==> src/rtl/uart_pkg.sv <==
// Shared UART definitions: state encoding, default oversampling and baud divider calculation.
package uart_pkg;

    typedef enum logic [2:0] {
        IDLE,
        START,
        DATA,
        PARITY,
        STOP
    } uart_state_t;

    localparam int unsigned DEFAULT_OVERSAMPLE = 16;

    // Clocks per oversample tick; integer truncation is intentional.
    function automatic int unsigned calc_div(input int unsigned clk_freq,
                                             input int unsigned baud,
                                             input int unsigned oversample);
        return clk_freq / (baud * oversample);
    endfunction

endpackage

==> src/rtl/baud_tick_gen.sv <==
// Oversample tick divider: tick is high for the last clock of every DIV-clock period.
// A synchronous clear restarts the period so the first tick lands exactly DIV clocks later.
module baud_tick_gen #(
    parameter int unsigned DIV = 651
) (
    input  logic clk,
    input  logic reset,
    input  logic clear,
    output logic tick,
    output logic tick_next_c
);

    localparam int unsigned CNT_W = (DIV > 1) ? $clog2(DIV) : 1;

    logic [CNT_W-1:0] cnt;
    logic [CNT_W-1:0] cnt_n;

    // tick_next_c previews tick so callers can register outputs that align with it.
    always_comb begin
        cnt_n       = (cnt == CNT_W'(DIV - 1)) ? '0 : cnt + 1'b1;
        tick_next_c = (cnt_n == CNT_W'(DIV - 1));
        if (clear) begin
            cnt_n       = '0;
            tick_next_c = (DIV == 1);
        end
    end

    always_ff @(posedge clk or posedge reset) begin
        if (reset) begin
            cnt  <= '0;
            tick <= 1'b0;
        end else begin
            cnt  <= cnt_n;
            tick <= tick_next_c;
        end
    end

endmodule

==> src/rtl/uart_tx_ctrl.sv <==
// UART transmitter: 8N1 frames, LSB first, each bit OVERSAMPLE*DIV clocks long.
// Define UART_TX_PARITY_EN to insert an even-parity bit between data and stop.
module uart_tx_ctrl
    import uart_pkg::*;
#(
    parameter int unsigned CLK_FREQ   = 100_000_000,
    parameter int unsigned BAUD       = 9600,
    parameter int unsigned DATA_BITS  = 8,
    parameter int unsigned OVERSAMPLE = DEFAULT_OVERSAMPLE
) (
    input  logic                 clk,
    input  logic                 reset,
    input  logic                 i_start,
    input  logic [DATA_BITS-1:0] i_data,
    output logic                 o_tx,
    output logic                 o_busy,
    output logic                 o_done
);

    localparam int unsigned DIV    = calc_div(CLK_FREQ, BAUD, OVERSAMPLE);
    localparam int unsigned TICK_W = (OVERSAMPLE > 1) ? $clog2(OVERSAMPLE) : 1;
    localparam int unsigned BIT_W  = $clog2(DATA_BITS + 1);

    uart_state_t          state;
    uart_state_t          state_n;
    logic [DATA_BITS-1:0] shift;
    logic [DATA_BITS-1:0] shift_n;
    logic [TICK_W-1:0]    tick_cnt;
    logic [TICK_W-1:0]    tick_cnt_n;
    logic [BIT_W-1:0]     bit_cnt;
    logic [BIT_W-1:0]     bit_cnt_n;
    logic                 tx_n;
    logic                 busy_n;
    logic                 done_n;
    logic                 div_clear_c;
    logic                 tick;
    logic                 tick_next_c;
    logic                 bit_end_c;
`ifdef UART_TX_PARITY_EN
    logic                 parity;
    logic                 parity_n;
`endif

    baud_tick_gen #(
        .DIV (DIV)
    ) u_tick (
        .clk         (clk),
        .reset       (reset),
        .clear       (div_clear_c),
        .tick        (tick),
        .tick_next_c (tick_next_c)
    );

    assign bit_end_c = tick && (tick_cnt == TICK_W'(OVERSAMPLE - 1));

    // Next-state and next-output logic; o_tx/o_busy/o_done are registered from tx_n/busy_n/done_n.
    always_comb begin
        state_n     = state;
        shift_n     = shift;
        tick_cnt_n  = tick_cnt;
        bit_cnt_n   = bit_cnt;
        tx_n        = o_tx;
        busy_n      = o_busy;
        done_n      = 1'b0;
        div_clear_c = 1'b0;
`ifdef UART_TX_PARITY_EN
        parity_n    = parity;
`endif

        if (state != IDLE && tick) begin
            tick_cnt_n = bit_end_c ? '0 : tick_cnt + 1'b1;
        end

        case (state)
            IDLE: begin
                tx_n   = 1'b1;
                busy_n = 1'b0;
                if (i_start) begin
                    state_n     = START;
                    shift_n     = i_data;
                    tick_cnt_n  = '0;
                    bit_cnt_n   = '0;
                    div_clear_c = 1'b1;
                    tx_n        = 1'b0;
                    busy_n      = 1'b1;
`ifdef UART_TX_PARITY_EN
                    parity_n    = ^i_data;
`endif
                end
            end
            START: begin
                if (bit_end_c) begin
                    state_n = DATA;
                    tx_n    = shift[0];
                end
            end
            DATA: begin
                if (bit_end_c) begin
                    shift_n = shift >> 1;
                    if (bit_cnt == BIT_W'(DATA_BITS - 1)) begin
                        bit_cnt_n = '0;
`ifdef UART_TX_PARITY_EN
                        state_n   = PARITY;
                        tx_n      = parity;
`else
                        state_n   = STOP;
                        tx_n      = 1'b1;
`endif
                    end else begin
                        bit_cnt_n = bit_cnt + 1'b1;
                        tx_n      = shift_n[0];
                    end
                end
            end
`ifdef UART_TX_PARITY_EN
            PARITY: begin
                if (bit_end_c) begin
                    state_n = STOP;
                    tx_n    = 1'b1;
                end
            end
`endif
            STOP: begin
                // Done lands on the final clock of the stop bit, one clock before the IDLE return.
                done_n = tick_next_c && (tick_cnt == TICK_W'(OVERSAMPLE - 1));
                if (bit_end_c) begin
                    state_n = IDLE;
                    tx_n    = 1'b1;
                    busy_n  = 1'b0;
                end
            end
            default: begin
                state_n = IDLE;
                tx_n    = 1'b1;
                busy_n  = 1'b0;
            end
        endcase
    end

    always_ff @(posedge clk or posedge reset) begin
        if (reset) begin
            state    <= IDLE;
            shift    <= '0;
            tick_cnt <= '0;
            bit_cnt  <= '0;
            o_tx     <= 1'b1;
            o_busy   <= 1'b0;
            o_done   <= 1'b0;
`ifdef UART_TX_PARITY_EN
            parity   <= 1'b0;
`endif
        end else begin
            state    <= state_n;
            shift    <= shift_n;
            tick_cnt <= tick_cnt_n;
            bit_cnt  <= bit_cnt_n;
            o_tx     <= tx_n;
            o_busy   <= busy_n;
            o_done   <= done_n;
`ifdef UART_TX_PARITY_EN
            parity   <= parity_n;
`endif
        end
    end

endmodule

==> config.mk <==
export PLATFORM = sky130hd
export DESIGN_NAME = uart_tx_ctrl
export DESIGN_NICKNAME = d
export VERILOG_FILES = /design/src/rtl/uart_pkg.sv /design/src/rtl/baud_tick_gen.sv /design/src/rtl/uart_tx_ctrl.sv
export SDC_FILE = /design/constraint.sdc
export NUM_CORES = 1
export LEC_CHECK = 0
export CAP_MARGIN = 20
export CORE_UTILIZATION = 55
export CTS_BUF_LIST = sky130_fd_sc_hd__clkbuf_8
export DETAILED_ROUTE_END_ITERATION = 6
export PLACE_DENSITY = 0.79
export SLEW_MARGIN = 25
export SYNTH_ARGS = -nofsm -noshare
export SYNTH_HDL_FRONTEND = slang
export SYNTH_SLANG_ARGS = --single-unit
==> constraint.sdc <==
create_clock -name clk -period 2.8 [get_ports clk]
set_input_delay 0.56 -clock clk [delete_from_list [all_inputs] [get_ports clk]]
set_output_delay 0.56 -clock clk [all_outputs]
set_load 0.02 [all_outputs]
==> qor.yml, run 1 <==
timing:
  setup_viol: 0
  tns_ns: 0
  whs_ns: 0.508
  fin_skew_ns: 0.00465
  max_freq_mhz: 454
  rsz0062_at_grt: "no"
  slew_headroom_pct: 59.2
  tightest_slew_ns: 0.606
  period_minus_slack_ns: 2.20
  maxSlewViolCount: 0
  post-route-period-util_pct: 78.7
  finalHoldViolCount: 0
die:
  die_h_microns: 59.3
  num_rows: 20
  die_w_microns: 59.3
  die_area_sq_um: 3520
  core_sq_um: 3080
  num_io_pins: 14
  start_util_pct: 58.7
grt:
  grt-ovfl-total: 0
  grt_usage_pct: 23.4
  antenna_found_initial: 0
  grt_pass1_vias: 1312
  grt_pass1_wl_mm: 5.98
  grt_max_degree: 34
synth:
  avgSynthCellArea_sq_um: 9.52
  synthesis.area_sq_um: 1810
  yosys.area.top_type_share_pct: 44.3
  yosys_warnings: 0
  synth_fp_nets: 205
  synthArstFlopShare_pct: 100
  synth_edf_count: 0
  synthTopCellsByArea: "dfrtp_1 (44%), a21oi_1 (5.3%), nor2_1 (5.2%)"
  ys_types: 48
  synth_area_leader_cell: "dfrtp_1"
  synth_ff_type: "dfrtp_1"
  ys_seq_area_share_pct: 45.7
  synth_cells: 190
  ys_ff_latch: 33
clock_network:
  numCtsBuffers: 5
  post_cts_resize_count: 0
  clk_pin_slew_ns: 0.06
  cts_sinks: 33
  clk_path_buf_depth: 2
  cts_tree: "yes"
  clk_latency_ns: 0.28
  cts_setup_buffers: 0
  cts_root_buf: "clkbuf_8"
  htree_levels: 2
  postCtsHoldBufs: 0
pwr:
  intPower_mw: 0.696
  power_switching_mw: 0.191
  p_leak_nw: 0.844
  power_frac_comb_pct: 4.6
  vdd_drop_max_mv: 0.388
  total_power_mw: 0.887
  power.share.clock_pct: 40.2
  power_density_nw_per_um2: 432
  switching_share_pct: 21.5
  seq_power_share_pct: 55.2
place:
  place.gp.congestion: 0.803
  numPortBuffers: 13
  hpwl_mm: 2.51
worst_setup_path:
  setup.worst_path.start_class: "flip-flop"
  cpPeakStageDelay_ns: 0.52
  endpoint_kind: "flip-flop"
  critical-path-slowest-cell: "or4b_1"
  crit_path_max_fanout: 6
  rrSetupSlack_ns: 0.60
  cp.arrival_ns: 2.39
  worstPathRequired_ns: 2.98
  cp_cell_sequence: "ha_1 -> and2_0 -> nand2_1 -> xor2_1 -> or4b_1 -> nor4_2"
  timing_worst_setup_path_type: "reg2reg"
routing:
  avgViaCountPerCell: 5.63
  drtIter0Drc: 72
  wl_per_cell_microns: 14.2
  drc: 0
  dr.pass1.iters: 4
  num_vias: 1397
  routed_wl_mm: 3.53
  ant_nets: 0
final_layout:
  postLayoutCoreUtil_pct: 66.7
  layout_commonest_cell: "dfrtp_1"
  fillers: 251
  antenna_cells: 0
  drive_above_1_share_pct: 11.3
  layout.nets: 219
  final_cell_mix: "dfrtp_1 (32), nor2_1 (25), nand2_1 (24), a21oi_1 (19), clkdlybuf4s50_1 (13)"
  areaGrowthSynthToFinish_pct: 13.6
worst_hold_path:
  worst_hold_path_type: "reg2reg"
flow_run:
  cap_violations: 0
run_status:
  outcome: "finished, final reports clean"
## routing by layer
metal | vias up | global-route usage [%] | wire, microns | part of all wire (%)
li1 | 699 | - | - | -
met1 | 670 | 31.1 | 1670 | 47
met3 | 6 | 7.86 | 98 | 2.8
met2 | 22 | 36.1 | 1710 | 48
met4 | 0 | 7.14 | 48 | 1.4
met5 | - | 0 | 0 | 0
## sequential cells by signal, summed over array words and instances (netlist names)
signal and cells:
state 3, shift 8, u_tick.tick 1, o_busy 1, tick_cnt 4, u_tick.cnt 10, bit_cnt 4, o_done 1
o_tx 1
## critical path: cells and delay by family (launching register included)
| family | cells | cell delay (ns) |
|---|---|---|
| XOR/XNOR | 1 | 0.20 |
| AND/OR/NAND/NOR | 4 | 1.23 |
| flip-flops | 1 | 0.43 |
| adder cells (fa/ha/maj) | 1 | 0.25 |
## cell families (layout without fill, tap and decap cells)
| kind of cell | Yosys count | after routing | share of synthesized area, % |
|---|---|---|---|
| buf+inv | 11 | 25 | 2.84 |
| compound gates | 41 | 41 | 15.0 |
| mux | 8 | 8 | 4.43 |
| simple gates | 85 | 85 | 25.3 |
| xor+xnor | 8 | 8 | 3.88 |
| flops | 33 | 33 | 45.7 |
| fa+ha+maj | 4 | 4 | 2.77 |
## stage by stage
step,setup WS [ns],cell area [sq um],cells
2_1_floorplan,0.830,1810,190
3_3_place_gp,0.447,1970,241
3_5_place_dp,0.404,1970,241
4_1_cts,0.592,2050,248
5_1_grt,0.439,2050,248
6_report,0.596,2050,248
## power groups by stage
stage | Combinational (mW) | Clock (mW) | Sequential (mW)
finish | 0.0404 | 0.357 | 0.490
global route | 0.0462 | 0.389 | 0.490
CTS | 0.0413 | 0.368 | 0.490
detailed placement | 0.0410 | 0 | 0.499
global placement | 0.0388 | 0 | 0.498
floorplan | 0.0204 | 0 | 0.497
## cell usage after synthesis, types with 3 or more instances
| library cell | instances |
|---|---|
| a21oi_1 | 19 |
| inv_1 | 3 |
| nor3_1 | 5 |
| mux2i_1 | 8 |
| clkbuf_1 | 4 |
| nor2b_1 | 3 |
| nand3_1 | 5 |
| xor2_1 | 6 |
| nand4_1 | 3 |
| nand2_1 | 24 |
| dfrtp_1 | 32 |
| ha_1 | 4 |
| o21ai_0 | 7 |
| nor2_1 | 25 |
## area by class of cell
class | count | area, sq um | share of cell area, %
Clock buffer | 6 | 82.6 | 4.02
Clock inverter | 1 | 3.75 | 0.183
Inverter | 3 | 11.3 | 0.548
Multi-Input combinational cell | 146 | 930 | 45.2
Sequential cell | 33 | 827 | 40.3
Tap cell | 44 | 55.1 | 2.68
Timing Repair Buffer | 15 | 145 | 7.06
## path summary, 6_finish.rpt
kind	from	end	depth (start not counted)
worst min register to register	shift[7]	shift[7]	1
worst max-delay path	u_tick.cnt[1]	o_done	6
worst min-delay path	shift[7]	shift[7]	1
worst max register to register	u_tick.cnt[1]	o_done	6
max in group asynchronous	reset	o_tx	3
min in group asynchronous	reset	u_tick.cnt[0]	3
Power figures use the tool's default switching activity.
==> run 2: changes to the inputs <==
==> constraint.sdc (replaced) <==
create_clock -name clk -period 2.15 [get_ports clk]
set_input_delay 0.43 -clock clk [delete_from_list [all_inputs] [get_ports clk]]
set_output_delay 0.43 -clock clk [all_outputs]
set_load 0.02 [all_outputs]
==> qor.yml, run 2 (synthesized netlist as in run 1, its figures left out) <==
run_status:
  outcome: "finished, final reports clean"
place:
  preCtsSetupSlack_ns: -0.0175
  hpwl_mm: 2.71
  numPortBuffers: 13
  place_area_sq_um: 2030
  place.gp.congestion: 0.827
  placedCellCount: 248
worst_setup_path:
  critical-path-slowest-cell: "or4b_1"
  reg2reg_depth: 6
  crit_path_max_fanout: 5
  endpoint_kind: "flip-flop"
  cpPeakStageDelay_ns: 0.52
  rrSetupSlack_ns: 0.13
  worst-path-buf-inv: 0
  r2r_start: "u_tick.cnt[1]"
  cp.arrival_ns: 2.21
  r2r-end: "o_done"
  cp_cell_sequence: "ha_2 -> and2_0 -> nand2_1 -> xor2_1 -> or4b_1 -> nor4_2"
  setup.worst_path.start_class: "flip-flop"
  timing_worst_setup_path_type: "reg2reg"
  critical-path-top-delay-family: "simple AND/OR/NAND/NOR gates"
  worstPathRequired_ns: 2.34
clock_network:
  clk_latency_ns: 0.28
  cts_root_buf: "clkbuf_8"
  clk_path_buf_depth: 2
  cts_tree: "yes"
  htree_levels: 2
  clk_pin_slew_ns: 0.07
  cts_sinks: 33
  cts_setup_buffers: 0
  numCtsBuffers: 5
worst_hold_path:
  hold_depth: 1
  worst_hold_path_type: "reg2reg"
  hold_end: "bit_cnt[3]"
  min_from: "bit_cnt[3]"
pwr:
  power_frac_comb_pct: 4.6
  power_switching_mw: 0.252
  seq_power_share_pct: 56.5
  p_leak_nw: 0.880
  intPower_mw: 0.877
  power_density_nw_per_um2: 533
  power.share.clock_pct: 38.9
  switching_share_pct: 22.3
  vdd_drop_max_mv: 0.426
timing:
  finalHoldViolCount: 0
  max_freq_mhz: 495
  slew_headroom_pct: 54.4
  fin_skew_ns: 0.00455
  layout_setup_ws_ns: 0.129
  period_minus_slack_ns: 2.02
  maxSlewViolCount: 0
  setup_viol: 0
  post-route-period-util_pct: 94.0
  tightest_slew_ns: 0.677
  tns_ns: 0
  rsz0062_at_grt: "no"
die:
  num_rows: 20
  die_area_sq_um: 3520
  die_h_microns: 59.3
  start_util_pct: 58.7
  num_io_pins: 14
  core_sq_um: 3080
  die_w_microns: 59.3
final_layout:
  fin_area_sq_um: 2120
  fillers: 246
  reg_top3: "u_tick.cnt: 10 flops, shift: 8 flops"
  drive_above_1_share_pct: 15.6
  regMostFlops: "u_tick.cnt"
  areaGrowthSynthToFinish_pct: 17.2
  layout.nets: 226
  postLayoutCoreUtil_pct: 68.9
  fin_cells: 256
  layout_commonest_cell: "dfrtp_1"
  largest_reg_flops: 10
  antenna_cells: 0
  final_cell_mix: "dfrtp_1 (31), nor2_1 (25), nand2_1 (24), a21oi_1 (19), clkdlybuf4s50_1 (13)"
grt:
  grt_pass1_vias: 1493
  grt_pass1_wl_mm: 6.27
  grt_usage_pct: 24.5
  grt-ovfl-total: 0
  grt_max_degree: 34
  antenna_found_initial: 0
routing:
  num_vias: 1480
  dr.pass1.iters: 4
  drc: 0
  ant_nets: 0
  routed_wl_mm: 3.62
  wl_per_cell_microns: 14.2
  avgViaCountPerCell: 5.78
  drtIter0Drc: 80
flow_run:
  cap_violations: 0
==> run 2: cell count changes in the layout (fill, tap and decap cells not counted) <==
cell / before / now
clkinv_2: 0 / 2
dfrtp_2: 0 / 1
buf_4: 2 / 8
clkbuf_8: 6 / 5
dfrtp_1: 32 / 31
ha_1: 4 / 3
buf_12: 0 / 1
ha_2: 0 / 1
==> run 2: repair_timing <==
action,in CTS,in global routing
gates resized for setup,0,2
endpoints found under the setup margin,0,2
hold buffers,0,0
==> run 2: worst reg2reg max path: stages, from the launching register on <==
cell and delay (ns):
dfrtp_2 0.45, ha_2 0.21, and2_0 0.19, nand2_1 0.09, xor2_1 0.19, or4b_1 0.52, nor4_2 0.28
==> run 2: layer usage <==
layer	track usage, %	wire length [microns]	part of all wire (%)	vias to the layer above
met5	0	0	0	-
met1	30.2	1650	46	736
met3	7.86	104	2.9	6
met4	9.52	36	0.99	0
met2	39.6	1830	51	22
li1	-	-	-	716
==> run 2: worst max path at each step <==
stage                        from          end  slack, ns  cells after the start
floorplan           u_tick.cnt[0]       o_done       0.18                      7
global route        u_tick.cnt[0]  u_tick.tick       0.01                      7
global placement          i_start  u_tick.tick       0.03                      6
detailed placement        i_start     shift[6]      -0.02                      6
finish              u_tick.cnt[1]       o_done       0.13                      6
CTS                 u_tick.cnt[1]       o_done       0.07                      6
==> run 2: layout make-up <==
| class | instances | area (sq um) | area share (%) |
|---|---|---|---|
| Inverter | 3 | 11.3 | 0.531 |
| Clock buffer | 5 | 68.8 | 3.25 |
| Multi-Input combinational cell | 146 | 932 | 44.0 |
| Clock inverter | 3 | 13.8 | 0.649 |
| Timing Repair Buffer | 22 | 210 | 9.92 |
| Sequential cell | 33 | 828 | 39.1 |
| Tap cell | 44 | 55.1 | 2.60 |
==> run 2: power by group through the flow <==
stage,Sequential (mW),Combinational [mW],Clock [mW]
global placement,0.648,0.0503,0
detailed placement,0.649,0.0529,0
floorplan,0.647,0.0265,0
finish,0.638,0.0519,0.439
global route,0.639,0.0595,0.483
CTS,0.638,0.0533,0.450
==> run 2: per-stage QoR <==
| stage | power [mW] | hold WS (ns) |
|---|---|---|
| 3_5_place_dp | 0.702 | 0.486 |
| 3_3_place_gp | 0.698 | 0.462 |
| 5_1_grt | 1.18 | 0.525 |
| 6_report | 1.13 | 0.488 |
| 4_1_cts | 1.14 | 0.494 |
| 2_1_floorplan | 0.674 | 0.452 |
==> run 3: changes to the inputs <==
--- a/config.mk
+++ b/config.mk
@@ -8,7 +8,9 @@
 export CAP_MARGIN = 20
 export CORE_UTILIZATION = 55
 export CTS_BUF_LIST = sky130_fd_sc_hd__clkbuf_8
+export CTS_CLUSTER_SIZE = 30
 export DETAILED_ROUTE_END_ITERATION = 6
+export GPL_ROUTABILITY_DRIVEN = 0
 export PLACE_DENSITY = 0.79
 export SLEW_MARGIN = 25
 export SYNTH_ARGS = -nofsm -noshare
==> results of run 3 <==
The final DEF is identical to that of run 2; final timing and power are the same.
